## src/rtl/pipelined_prefix_adder.sv

```systemverilog
// Pipelined Kogge-Stone adder/subtractor with carry-in, carry-out, signed-overflow and zero flags.
// Latency: $clog2(WIDTH)+2 cycles from accept to out_valid; one result per cycle when unstalled.
// Backpressure: single global enable (~out_valid | out_ready) freezes every stage; in_ready mirrors it.
module pipelined_prefix_adder #(
    parameter  int WIDTH = 16,
    localparam int LOG2W = $clog2(WIDTH)
) (
    input  logic             clk,
    input  logic             rst_n,
    input  logic             in_valid,
    output logic             in_ready,
    input  logic [WIDTH-1:0] x,
    input  logic [WIDTH-1:0] y,
    input  logic             cin,
    input  logic             sub,
    output logic             out_valid,
    input  logic             out_ready,
    output logic [WIDTH-1:0] s,
    output logic             cout,
    output logic             ovf,
    output logic             zero
);

    logic adv;
    assign adv      = ~out_valid | out_ready;
    assign in_ready = adv;

    logic             v0;
    logic [WIDTH-1:0] xa;
    logic [WIDTH-1:0] yb;
    logic             c0;

    always_ff @(posedge clk or negedge rst_n) begin
        if (!rst_n) begin
            v0 <= 1'b0;
            xa <= '0;
            yb <= '0;
            c0 <= 1'b0;
        end else if (adv) begin
            v0 <= in_valid;
            xa <= x;
            yb <= sub ? ~y : y;
            c0 <= sub | cin;
        end
    end

    logic [WIDTH-1:0] p0;
    assign p0 = xa ^ yb;

    // Prefix vectors are offset by one: index j holds bit j-1, index 0 is the carry-in.
    // Only bits -1..WIDTH-2 go through the tree; the MSB carry is formed in the last stage.
    for (genvar k = 1; k <= LOG2W; k++) begin : lvl
        localparam int D = 1 << (k - 1);
        localparam logic [WIDTH-1:0] LOW = (WIDTH'(1) << D) - WIDTH'(1);

        logic [WIDTH-1:0] gin;
        logic [WIDTH-1:0] pin;
        logic [WIDTH+1:0] side_in;
        logic             vin;
        logic [WIDTH-1:0] g_r;
        logic [WIDTH+1:0] side_r;
        logic             v_r;

        if (k == 1) begin : src
            assign gin     = {xa[WIDTH-2:0] & yb[WIDTH-2:0], c0};
            assign pin     = {p0[WIDTH-2:0], 1'b0};
            assign side_in = {xa[WIDTH-1], yb[WIDTH-1], p0};
            assign vin     = v0;
        end else begin : src
            assign gin     = lvl[k-1].g_r;
            assign pin     = lvl[k-1].pr.p_r;
            assign side_in = lvl[k-1].side_r;
            assign vin     = lvl[k-1].v_r;
        end

        always_ff @(posedge clk or negedge rst_n) begin
            if (!rst_n) begin
                v_r    <= 1'b0;
                g_r    <= '0;
                side_r <= '0;
            end else if (adv) begin
                v_r    <= vin;
                g_r    <= gin | (pin & (gin << D));
                side_r <= side_in;
            end
        end

        // The last level's group-propagate has no consumer, so it is not kept.
        if (k < LOG2W) begin : pr
            logic [WIDTH-1:0] p_r;
            always_ff @(posedge clk or negedge rst_n) begin
                if (!rst_n) begin
                    p_r <= '0;
                end else if (adv) begin
                    p_r <= pin & ((pin << D) | LOW);
                end
            end
        end
    end

    logic [WIDTH-1:0] gf;
    logic [WIDTH-1:0] hf;
    logic             xm;
    logic             ym;
    logic             vf;
    logic [WIDTH-1:0] s_nxt;
    logic             c_top;

    assign gf          = lvl[LOG2W].g_r;
    assign {xm, ym, hf} = lvl[LOG2W].side_r;
    assign vf          = lvl[LOG2W].v_r;
    assign s_nxt       = hf ^ gf;
    assign c_top       = (xm & ym) | ((xm ^ ym) & gf[WIDTH-1]);

    always_ff @(posedge clk or negedge rst_n) begin
        if (!rst_n) begin
            out_valid <= 1'b0;
            s         <= '0;
            cout      <= 1'b0;
            ovf       <= 1'b0;
            zero      <= 1'b0;
        end else if (adv) begin
            out_valid <= vf;
            s         <= s_nxt;
            cout      <= c_top;
            ovf       <= c_top ^ gf[WIDTH-1];
            zero      <= ~|s_nxt;
        end
    end

endmodule

```

## config.mk

```make
export PLATFORM = sky130hd
export DESIGN_NAME = pipelined_prefix_adder
export DESIGN_NICKNAME = d
export VERILOG_FILES = /design/src/rtl/pipelined_prefix_adder.sv
export SDC_FILE = /design/constraint.sdc
export NUM_CORES = 1
export LEC_CHECK = 0
export CAP_MARGIN = 30
export CELL_PAD_IN_SITES_DETAIL_PLACEMENT = 1
export CELL_PAD_IN_SITES_GLOBAL_PLACEMENT = 2
export CORE_MARGIN = 5
export CORE_UTILIZATION = 40
export CTS_BUF_LIST = sky130_fd_sc_hd__clkbuf_16
export DETAILED_ROUTE_END_ITERATION = 8
export PLACE_DENSITY = 0.95
export SLEW_MARGIN = 15
export SYNTH_ARGS = -nofsm -noshare
export SYNTH_HDL_FRONTEND = slang
export SYNTH_SLANG_ARGS = --single-unit
```

## constraint.sdc

```tcl
create_clock -name clk -period 3.1 [get_ports clk]
set_input_delay 0.62 -clock clk [delete_from_list [all_inputs] [get_ports clk]]
set_output_delay 0.62 -clock clk [all_outputs]
set_load 0.02 [all_outputs]
```

; After elaboration in Yosys (flattened, before gate mapping)
; Cells that the tools add are included.
[totals]
regBits = 242
in_bits = 38
word_cells = 50
[op_classes]
muxes = 1
bitwise = 23
n_reduce_logical = 2
[op_table]
columns = op, n
row1 = bitwise AND 16 bit, 7
row2 = OR 16 bit, 4
row3 = XOR 16 bit, 2
row4 = 2-to-1 mux 16 bit, 1
row5 = inverter 16 bit, 1
row6 = OR reduction 16 bit, 1
row7 = bitwise AND 15 bit, 1
row8 = OR 1 bit, 3
row9 = bitwise AND 1 bit, 2
row10 = XOR 1 bit, 2
row11 = logical NOT 1 bit, 1
row12 = inverter 1 bit, 1

; Longest topological paths before layout
; Gate-level depths: netlist (run 1).
[depth]
ltp_word = 4
depth_mapped = 7

; Worst setup path before layout (run 1)
; Ideal clock, no wire load.
[synth_path]
path_kind = input port to output port
from = input out_ready
to = output in_ready
arrival_time_ns = 1.210
required_time_ns = 2.480
path_slack_ns = 1.270
cell_stages = 5
path_buffers = 3
cell_sequence = nor2b_4 > buf_6 > inv_2 > buf_4 > buf_2
[synth_via]
elab_chain_len = 1
[synth_lines]
columns = element, line
row1 = "start, declared", 17  ; input logic out_ready,
row2 = OR 1 bit, 25  ; assign adv = ~out_valid | out_ready;
row3 = "end, declared", 11  ; output logic in_ready,
; Every way passes these cells.

; Final worst setup path (run 1)
; Ends and elaborated chain as after synthesis.

==> results of run 1 <==
==> final cells by class <==
type | count | area share (%)
multi-input combinational | 703 | 29.8
inverter | 1 | 0.0584
tap | 285 | 3.33
sequential | 228 | 53.3
timing repair buffer | 68 | 6.52
clock buffer | 25 | 5.84
clock inverter | 17 | 1.12
==> per-layer routing <==
metal	vias to the layer above	track usage (%)	wire [um]
li1	3233	-	-
met5	-	0	0
met1	3043	22.7	9650
met3	31	2.42	736
met4	0	3.92	468
met2	107	25.4	9250
==> cell usage after synthesis (all sizes together) <==
library cell / number
nand3: 34
ha: 16
nor2b: 1
nand4: 4
mux2i: 1
nand2b: 1
mux2: 1
xnor2: 33
o21ai: 69
nor4: 1
nor2: 17
a21oi: 66
nand2: 459
buf: 44
inv: 1
clkbuf: 8
dfrtp: 228
==> sequential cells by signal (all words and copies together), names as in the netlist <==
signal      flops
gf             16
xa             16
lvl.side_r     72
ovf             1
cout            1
zero            1
out_valid       1
lvl.vin         1
yb             16
lvl.g_r        48
s              16
lvl.pr.p_r     34
c0              1
lvl.v_r         4
==> through the flow <==
| step | instances | worst slack (ns) |
|---|---|---|
| 4_1_cts | 1327 | 0.520 |
| 3_3_place_gp | 1285 | 0.529 |
| 5_1_grt | 1327 | 0.492 |
| 6_report | 1327 | 0.536 |
| 3_5_place_dp | 1285 | 0.520 |
| 2_1_floorplan | 984 | 1.27 |
==> logic make-up (layout without fill, tap and decap cells) <==
group,Yosys count,after routing,share of synthesized area (%)
adders and majority gates,16,16,2.18
and+or+nand+nor,517,517,21.9
buffers and inverters,53,111,3.11
muxes,2,2,0.232
xor gates and xnor gates,33,33,3.15
DFF,228,228,62.1
AOI/OAI and AO/OA,135,135,7.36
==> power groups by stage <==
| stage | sequential (uW) | combinational, uW | clock [uW] |
|---|---|---|---|
| final | 5050 | 3150 | 2740 |
| after global routing | 5210 | 3640 | 2960 |
| after CTS | 5070 | 3220 | 2830 |
| after detailed placement | 5110 | 3180 | 0 |
| after global placement | 5060 | 3050 | 0 |
| after floorplan | 4970 | 2110 | 0 |
==> worst max-delay path by stage <==
stage | from | endpoint | slack, ns
after floorplan | out_ready | in_ready | 1.27
after global placement | out_ready | in_ready | 0.53
after detailed placement | out_ready | in_ready | 0.52
after CTS | out_ready | in_ready | 0.52
after global routing | out_ready | in_ready | 0.49
final | out_ready | in_ready | 0.54
==> worst reg2reg max path: stages (launching register included) <==
cell and delay [ns]:
sky130_fd_sc_hd__dfrtp_1 0.35, sky130_fd_sc_hd__nor2b_4 0.24, sky130_fd_sc_hd__buf_12 0.65, sky130_fd_sc_hd__o21ai_0 0.38
==> results.txt, run 1 <==
* Register-to-register setup slack: 1.32 ns
- Total power for the finished layout comes to 10900 uW.
* Switch share: 35.6%
- I/O pin count: 59
* CP Max Fanout: 10
* Post-Route Utilization: 47.3%
- Number of global-route vias before repair: 6613
- Count of buffers from port buffering: 58
* Routability congestion estimate from global placement: 0.763
- The detail route stage leaves a number of antenna-violating nets equal to 0.
- In this run the post-CTS setup repair buffer count came out at 0.
- Synthesis inferred 228 register bits.
- Sequential share of power: 46.2%
- Synth top area share: 62.1%
* Final WL: 20.1 mm
- Kind of start point of the critical path: primary input
* Cells on worst reg2reg path: 3
- The internal power of the cells totals 7050 uW.
- Min Tclk post-route: 2.56 ns
- Post-synthesis average cell area: 9.33 um^2
- Clock transition at the registers of the reported paths: 0.06 ns
- Fill count: 2596
* Initial cell density of the core: 40.6%
- The clock reaches the later pin of the worst-skew pair after 0.51 ns.
- The tightest hold path in the finished design has a slack of 0.0973 ns.
* Clk buf depth: 3
- The hold violation count in the final report is 0.
* Number of cells upsized or downsized after cts: 0
- For the worst setup path, the data required time is 2.48 ns.
- Highest attainable clock frequency: 390 MHz
* Core region area: 22600 um^2
- The tool flagged a number of max-cap violations equal to 0.
* Summed area of non-filler cells in the final layout: 10700 um^2
- Of the total power, combinational logic draws 28.8%.
- The synthesized netlist contains 19 unique library cells.
- The critical path is of the in2out type.
* Sequential fraction of the synthesis area: 62.1%
- Dividing total power by cell area gives a power density of 1020 nW/um^2.
* Number of buffer and inverter stages on the critical path: 3
- In this run the static leakage power is 0.00521 uW.
- Grt ovf: 0
- Entering global routing, the biggest net connects 239 pins.
* Worst r2r src: out_valid
* Net load switching power: 3900 uW
- Detail-routed via count per cell: 4.83
- The sequential cells in the finished layout cover a total of 5710 um^2.
- Counting the buffers created by CTS gives 25.
- The final route contains 6414 vias.
* DPL Wire Length: 13.2 mm
- The clock net in this run drives a total of 228 sinks.
* Count of antenna diodes in the layout: 0
- Commonest non-fill, non-tap cell in the layout: sky130_fd_sc_hd__nand2_1
- Vertical die dimension: 162 um
* Area overhead of the layout relative to synthesis: 16.6%
* Unrepaired setup endpoints after global routing: false
- In the finished design, the share of the clock period the worst path needs comes to 82.7%.
- Yosys warns: 0
* Per-cell routed wire length: 15.2 um
- Kind of cell adding the most delay to the critical path: buffers and inverters
* Synthesized netlist net count: 1038
- The endpoint identified for the worst register-to-register timing path is lvl[1].g_r[9].
- By area the synthesized netlist is led by sky130_fd_sc_hd__dfrtp_1, sky130_fd_sc_hd__nand2_1, sky130_fd_sc_hd__o21ai_0, sky130_fd_sc_hd__a21oi_1, sky130_fd_sc_hd__xnor2_1.
- Between clock sinks in the finished design, the worst skew comes to 0.00805 ns.
- Share of layout cells above drive strength 1: 4.22%
- In this design, the critical path's most frequently occurring cell is sky130_fd_sc_hd__clkdlybuf4s50_1.
* Cell type of the slowest stage on the worst timing path: sky130_fd_sc_hd__clkdlybuf4s50_1
- The synthesized netlist occupies a cell area of 9190 um^2.
- The initial antenna violation count is 0.
- DRC marker count from the first detailed-route iteration: 442
- H-tree depth: 1
* CTS tree: done
- VDD IR-drop max: 0.000466 V
- The library cells used most frequently in the layout, excluding fill and tap cells, are sky130_fd_sc_hd__nand2_1, sky130_fd_sc_hd__dfrtp_1, sky130_fd_sc_hd__o21ai_0, sky130_fd_sc_hd__a21oi_1, sky130_fd_sc_hd__clkdlybuf4s50_1.
- Walking the worst path, the cells encountered are clkdlybuf4s50_1 > nor2b_4 > inv_4 > clkdlybuf4s50_1.
- CTS root buffer: sky130_fd_sc_hd__clkbuf_16
- Critical Path Sink Type: output port
* Overall global routing resource usage: 15.8%
* Portion of total power attributed to the clock network: 25.1%
- The die covers 26100 um^2.
- Number of hold-repair buffers added at the cts stage: 0
- Final count of pins violating max slew: 0
- Setup total negative slack on the finished layout was measured at 0 ns.
* Worst slew margin relative to its limit: 38.8%
- In the final layout, the multi-input gates occupy 3190 um^2.
- The first global-routing pass estimated 34.3 mm of wire.
- Synthesis handed over a netlist of 984 instances.
- Worst-Margin Slew: 0.918 ns
- For this run, design rule violations remaining after detail routing come to 0.
* Number of placement rows: 55
- The run finished with clean final reports.
- Slowest Stage Delay on Critical Path: 0.62 ns
* Count of final setup violators: 0
- Cell type with the largest total area after synthesis: sky130_fd_sc_hd__dfrtp_1
- The floorplan step set the die width to 162 um.
- Arrival time at the worst endpoint: 1.94 ns
* Depth of the critical timing path with buffers and inverters included: 4
- Min-delay worst type: in2async
- Placed instance area: 9960 um^2
- Number of nets in the layout: 1081
* DRT Pass-1 Iters: 4
No activity file was read; power rests on OpenSTA's default activity.
==> run 2: changes to the inputs <==
--- a/config.mk
+++ b/config.mk
@@ -9,10 +9,10 @@
 export CELL_PAD_IN_SITES_DETAIL_PLACEMENT = 1
 export CELL_PAD_IN_SITES_GLOBAL_PLACEMENT = 2
 export CORE_MARGIN = 5
-export CORE_UTILIZATION = 40
+export CORE_UTILIZATION = 34
 export CTS_BUF_LIST = sky130_fd_sc_hd__clkbuf_16
 export DETAILED_ROUTE_END_ITERATION = 8
-export PLACE_DENSITY = 0.95
+export PLACE_DENSITY = 0.87
 export SLEW_MARGIN = 15
 export SYNTH_ARGS = -nofsm -noshare
 export SYNTH_HDL_FRONTEND = slang
==> constraint.sdc (replaced) <==
create_clock -name clk -period 2.3 [get_ports clk]
set_input_delay 0.46 -clock clk [delete_from_list [all_inputs] [get_ports clk]]
set_output_delay 0.46 -clock clk [all_outputs]
set_load 0.02 [all_outputs]
==> run 2 against run 1 <==
Die area is 17% higher. Routed wire length grew 5.8%. Setup slack lost 0.20 ns. Clock power is 44% higher. Largest cell class unchanged. Largest power group unchanged.
==> results.txt, run 2 (synthesis results as in run 1) <==
- The aggregate negative setup slack was 0 ns (unchanged).
- The routability congestion estimate is 0.748 (-2.0%).
- I/O pin count: 59 (unchanged)
- Summed area of non-filler cells in the final layout: 11100 um^2 (+3.9%)
- Share of layout cells above drive strength 1: 6.10% (+1.9 points)
- Total leakage power: 0.00538 uW (+3.2%)
* Commonest non-fill, non-tap cell in the layout: sky130_fd_sc_hd__nand2_1
* Post-CTS Setup Inserts: 0 (unchanged)
* TritonCTS buffer count: 26 (+4.0%)
- Via count: 6589 (+2.7%)
- The via density per instance is 4.68 (-3.1%).
- The DRC marker count from the first detailed-route iteration is 366 (-17%).
- Arrival time at the worst endpoint: 1.51 ns (-0.43 ns)
- The path class of the tightest hold or removal check is in2async.
* Hold Vio Cnt, Final: 0 (unchanged)
- Grt ovf: 0 (unchanged)
- The maximum number of pins on one net before global-route repair came to 62 (-74%).
* CP Max Fanout: 2 (-8)
* Highest-count cells in the layout ignoring fill and taps: sky130_fd_sc_hd__nand2_1, sky130_fd_sc_hd__dfrtp_1, sky130_fd_sc_hd__o21ai_0, sky130_fd_sc_hd__a21oi_1, sky130_fd_sc_hd__clkdlybuf4s50_1
- The insertion delay of the later-clocked pin in the worst-skew pair is 0.52 ns (about the same).
* Die Footprint: 30400 um^2 (+17%)
- Number of nets in the layout: 1101 (+1.9%)
* Unrepaired setup endpoints after global routing: false
- Count of antenna diodes in the layout: 0 (unchanged)
- Floorplan die width: 174 um (+7.9%)
* CTS tree: done
- Final count of pins violating max slew: 0 (unchanged)
- Kind of cell adding the most delay to the critical path: buffers and inverters
- The post-detailed-placement half-perimeter wirelength came to 14.7 mm (+12%).
- Min Tclk post-route: 1.97 ns
- Critical Path, Cell by Cell: clkdlybuf4s50_1
* Critical Path Sink Type: output port
- Critical path class: reg2out
* DRT Pass-1 Iters: 5 (+1)
* Detail Route Antenna Nets: 0 (unchanged)
* Number of placement rows: 60 (+9.1%)
- The worst setup path is launched from a register.
- The combined buffer and inverter count along the critical path came to 1 (-2).
- The worst clock skew on the final layout was 0.0156 ns (+0.00756 ns).
* Detailed-route DRC error count: 0 (unchanged)
- The CTS H-tree depth is 1 (unchanged).
- In the final layout, the registers with the most flip-flops are lvl.side_r (72), lvl.g_r (48), lvl.pr.p_r (34).
* VDD IR-drop max: 0.000435 V (-6.8%)
- The flip-flop count of the largest register after layout came to 72 (unchanged).
- Clk buf depth: 3 (unchanged)
* Run status: completed
- Final WL: 21.3 mm (+5.8%)
- The clock-pin transition on the worst setup and hold timing paths was 0.06 ns (about the same).
- The worst setup margin is 0.331 ns (-0.205 ns).
* Number of maximum-capacitance constraint violations: 0 (unchanged)
- The post-placement worst setup slack is 0.353 ns (-0.168 ns).
- For this run, the top clock speed supported by timing is 508 MHz.
- The count of input and output buffers is 58 (unchanged).
* Data required time of the critical path: 1.84 ns (-0.64 ns)
* Global-route wire length before repair: 36.6 mm (+6.8%)
- Initial cell density of the core: 34.3% (-6.3 points)
- Reg with most FFs: lvl.side_r
* Sink Count: 228 (unchanged)
* Vertical die dimension: 174 um (+7.9%)
* Core region area: 26800 um^2 (+18%)
- On the critical path, the stage with the largest delay is an instance of sky130_fd_sc_hd__clkdlybuf4s50_1.
- Number of global-route vias before repair: 7050 (+6.6%)
- After layout, the worst path uses 85.6% of the clock period.
- The final number of setup-violating endpoints is 0 (unchanged).
* CTS root buffer: sky130_fd_sc_hd__clkbuf_16
- Placed instance area: 10300 um^2 (+3.4%)
- The power per standard cell area came to 1380 nW/um^2 (+35%).
- Antenna violations before repair: 0 (unchanged)
- Per-cell routed wire length: 15.1 um (-0.23%)
* Area overhead of the layout relative to synthesis: 21.1%
- Slowest Stage Delay on Critical Path: 0.63 ns (about the same)
* Overall global routing resource usage: 14.3% (-1.5 points)
- Worst-Margin Slew: 0.427 ns (-0.491 ns)
- The worst slew margin relative to its limit is 71.5% (+33 points).
==> run 2: layout make-up <==
| cell class | count | area, um^2 |
|---|---|---|
| clock buffer | 27 | 676 |
| clock inverter | 20 | 135 |
| fill | 3088 | 15700 |
| inverter | 1 | 6.26 |
| multi-input combinational | 703 | 3190 |
| sequential | 228 | 5710 |
| tap | 341 | 427 |
| timing repair buffer | 87 | 978 |
==> run 2: final timing paths <==
path	startpoint	end	slack, ns	depth (start not counted)
max	cout	cout	0.33	1
min	rst_n	xa[14]	0.44	2
max reg2reg	gf[2]	zero	0.83	4
min reg2reg	lvl[3].side_r[8]	lvl[3].side_r[8]	0.47	2
max in group asynchronous	rst_n	lvl[1].pr.p_r[6]	1.08	3
min in group clk	lvl[3].side_r[8]	lvl[3].side_r[8]	0.47	2
==> run 2: metrics by stage <==
step	hold WS [ns]	power [uW]	cells	util [%]
6_report	0.442	15300	1407	41.5
3_3_place_gp	0.409	11300	1359	38.4
3_5_place_dp	0.411	11500	1359	38.4
2_1_floorplan	0.164	9550	984	-
4_1_cts	0.452	15600	1407	41.5
5_1_grt	0.475	16500	1407	41.5
==> run 2: power by group <==
| group | switching, uW | total [uW] | internal, uW |
|---|---|---|---|
| Combinational | 2660 | 4560 | 1900 |
| Sequential | 1170 | 6840 | 5660 |
| Clock | 1610 | 3940 | 2330 |
| Total | 5450 | 15300 | 9890 |
==> run 2: what timing repair did <==
item / in CTS / in global routing
endpoints found under the hold margin: 46 / 0
endpoints found under the setup margin: 0 / 0
gates resized for setup: 0 / 0
hold buffers: 1 / 0
==> run 2: metal layers <==
| metal | routed length, um | global-route usage [%] | vias up | part of all wire [%] |
|---|---|---|---|---|
| met1 | 10400 | 20.4 | 3168 | 49 |
| li1 | - | - | 3284 | - |
| met2 | 9650 | 23.3 | 108 | 45 |
| met3 | 745 | 2.07 | 29 | 3.5 |
| met4 | 452 | 3.53 | 0 | 2.1 |
| met5 | 0 | 0 | - | 0 |
==> run 3: changes to the inputs <==
--- a/config.mk
+++ b/config.mk
@@ -9,11 +9,11 @@
 export CELL_PAD_IN_SITES_DETAIL_PLACEMENT = 1
 export CELL_PAD_IN_SITES_GLOBAL_PLACEMENT = 2
 export CORE_MARGIN = 5
-export CORE_UTILIZATION = 34
+export CORE_UTILIZATION = 36
 export CTS_BUF_LIST = sky130_fd_sc_hd__clkbuf_16
 export DETAILED_ROUTE_END_ITERATION = 8
-export PLACE_DENSITY = 0.87
-export SLEW_MARGIN = 15
+export DONT_BUFFER_PORTS = 1
+export PLACE_DENSITY = 0.86
 export SYNTH_ARGS = -nofsm -noshare
 export SYNTH_HDL_FRONTEND = slang
 export SYNTH_SLANG_ARGS = --single-unit
==> run 3 against run 2 <==
Fmax increased by 3.2%. Cell count fell by 6.3%. Count of clock-buffer cells in the layout unchanged. Die area is 5.2% lower. Largest power group unchanged. Clock skew fell by 0.0069 ns. Worst hold slack worse by 0.80 ns. Register-to-register slack got worse by 0.40 ns. The run now ends with hold timing left.
==> results.txt, run 3 (synthesis results as in run 1) <==
* Total leakage power: 0.00504 uW (-6.3%)
- The library cell used most frequently in the layout, excluding fill and tap cells, is sky130_fd_sc_hd__nand2_1.
- Floorplan die width: 170 um (-2.7%)
- The remaining number of nets flagged by the antenna check after routing was 0 (unchanged).
* End of the critical path: in_ready
- Area overhead of the layout relative to synthesis: 12.1%
* Data required time of the critical path: 1.84 ns (about the same)
- The CTS buffer count is 26 (unchanged).
- The wire length of the first global-routing pass was 35.7 mm (-2.7%).
- The area of the die is 28800 um^2 (-5.2%).
* Slowest Stage Delay on Critical Path: 0.45 ns (-0.18 ns)
- The worst setup path is captured at an output port.
- The leftover overflow at the end of global routing is 0 (unchanged).
* Fill count: 2938 (-4.9%)
- The number of post-CTS setup repair buffers was 0 (unchanged).
- Clk buf depth: 3 (unchanged)
- Run status: finished with violations
- The number of nets in the layout is 1022 (-7.2%).
- The height of the die is 170 um (-2.7%).
- Kind of start point of the critical path: register
* Unrepaired setup endpoints after global routing: false
- Critical path class: reg2out
- The library cells used most frequently in the layout, excluding fill and tap cells, are sky130_fd_sc_hd__nand2_1, sky130_fd_sc_hd__dfrtp_1, sky130_fd_sc_hd__o21ai_0, sky130_fd_sc_hd__a21oi_1, sky130_fd_sc_hd__nand3_1.
- The largest registers in the layout are lvl.side_r (72), lvl.g_r (48), lvl.pr.p_r (34).
- The detailed-route via count was 6279 (-4.7%).
- Worst-Margin Slew: 0.526 ns (+0.0983 ns)
- Worst r2r src: out_valid
* Routability congestion estimate from global placement: 0.738 (-1.4%)
- The number of rows in the core area is 58 (-3.3%).
- Clock tree synthesis selected as its root buffer the cell sky130_fd_sc_hd__clkbuf_16.
* Number of cells upsized or downsized after cts: 0 (unchanged)
* Share of layout cells above drive strength 1: 4.66% (-1.4 points)
- The number of detailed-route iterations in the first pass is 5 (unchanged).
- The initial antenna violation count was 0 (unchanged).
* Sink Count: 228 (unchanged)
- Total area of sequential cells: 5710 um^2 (unchanged)
- The clock-pin transition on the worst setup and hold timing paths was 0.06 ns (about the same).
* Number of maximum-capacitance constraint violations: 0 (unchanged)
- The count of pins over their slew limit is 0 (unchanged).
- The hold violation count in the final report came to 228 (+228).
- The DRC marker count from the first detailed-route iteration is 361 (-1.4%).
* Arrival time at the worst endpoint: 1.45 ns (-0.06 ns)
- The number of global-route vias before repair was 6730 (-4.5%).
* Critical register-to-register path endpoint: lvl[3].g_r[7]
* Final WL: 21.0 mm (-1.2%)
- Reg with most FFs: lvl.side_r
- Power per cell area: 1430 nW/um^2 (+4.1%)
- Final std cells w/o fill: 1318 (-6.3%)
- Core region area: 25200 um^2 (-6.0%)
* Cells on worst reg2reg path: 4 (unchanged)
* Per-cell routed wire length: 15.9 um (+5.4%)
- I/O pin count: 59 (unchanged)
* VDD IR-drop max: 0.000969 V (+120%)
- Area of the multi-input gates: 3190 um^2 (unchanged)
- The post-detailed-placement cell area is 9460 um^2 (-8.2%).
- The diode insertion count for antenna repair was 0 (unchanged).
- The final number of setup-violating endpoints was 0 (unchanged).
* Number of flip-flops in the largest register: 72 (unchanged)
* Clock skew after layout: 0.00872 ns (-0.00689 ns)
* Skew-Pair Late Insertion Delay: 0.52 ns (about the same)
- Failing checks: hold timing
- Tracing the worst setup path back leads to its startpoint at out_valid.
* Min Tclk post-route: 1.91 ns (-0.0620 ns)
- The cell count after placement came to 1270 (-6.5%).
- The share of the clock period used by the worst path came to 82.9% (-2.7 points).
* H-tree depth: 1 (unchanged)
* Largest net degree at the start of global routing: 229 (+270%)
- The register-to-register setup slack came to 0.43 ns (-0.40 ns).
- The final cell area excluding filler cells was 10300 um^2 (-7.4%).
- The post-route worst hold slack came to -0.355 ns (-0.797 ns).
- DPL Wire Length: 13.7 mm (-6.5%)
- The count of input and output buffers is 0 (-100%).
- The aggregate negative setup slack is 0 ns (unchanged).
- CP Max Fanout: 35 (+33)
* Initial cell density of the core: 36.5% (+2.2 points)
* Min-delay worst type: in2async
- For this design, the slowest cell found on the critical path is sky130_fd_sc_hd__dfrtp_1.
* Highest attainable clock frequency: 524 MHz (+3.2%)
- Critical Path, Cell by Cell: nor2b_4 > inv_6
* Detailed-route DRC error count: 0 (unchanged)
* CTS tree: done
* Overall global routing resource usage: 14.9% (+0.58 points)
- Detail-routed via count per cell: 4.76 (+1.7%)
- The worst slew margin relative to its limit is 65.0% (-6.6 points).
## run 3: worst min-delay path by stage
stage	from	end	slack, ns
2_1_floorplan	rst_n	c0	0.16
3_3_place_gp	rst_n	s[2]	0.18
3_5_place_dp	rst_n	s[2]	0.18
4_1_cts	rst_n	s[6]	-0.38
5_1_grt	rst_n	s[6]	-0.38
6_report	rst_n	s[2]	-0.35
## run 3: worst max-delay path: cells and delay by family (launching register included)
kind,cells,cell delay (ns)
flip-flops,1,0.45
buffers and inverters,1,0.28
AND/OR/NAND/NOR,1,0.19
## run 3: layout make-up
class	instances	area share [%]
Inverter	1	0.0850
Clock buffer	27	6.56
Clock inverter	21	1.62
Multi-Input combinational cell	703	31.0
Sequential cell	228	55.4
Tap cell	330	4.01
Timing Repair Buffer	8	1.31
## run 3: power by group
part	switching, uW	leakage (uW)	total (uW)	internal, uW
clock	1600	0.000438	4050	2440
combinational	2250	0.00176	3640	1400
sequential	1420	0.00285	7090	5660
total	5270	0.00504	14800	9500
## run 3: per-layer routing
| metal | part of all wire (%) | routed length, um | global-route usage (%) | vias to the layer above |
|---|---|---|---|---|
| li1 | - | - | - | 3123 |
| met2 | 45 | 9420 | 23.4 | 101 |
| met4 | 1.7 | 350 | 2.94 | 0 |
| met5 | 0 | 0 | 0 | - |
| met1 | 50 | 10500 | 22.0 | 3030 |
| met3 | 3.5 | 729 | 2.56 | 25 |
## run 3: stage by stage
step	power [uW]	setup WS, ns	util (%)
6_report	14800	0.393	40.9
5_1_grt	15900	0.318	40.9
4_1_cts	15000	0.346	40.9
3_5_place_dp	10900	0.429	37.6
3_3_place_gp	10600	0.541	37.6
2_1_floorplan	9550	0.695	-
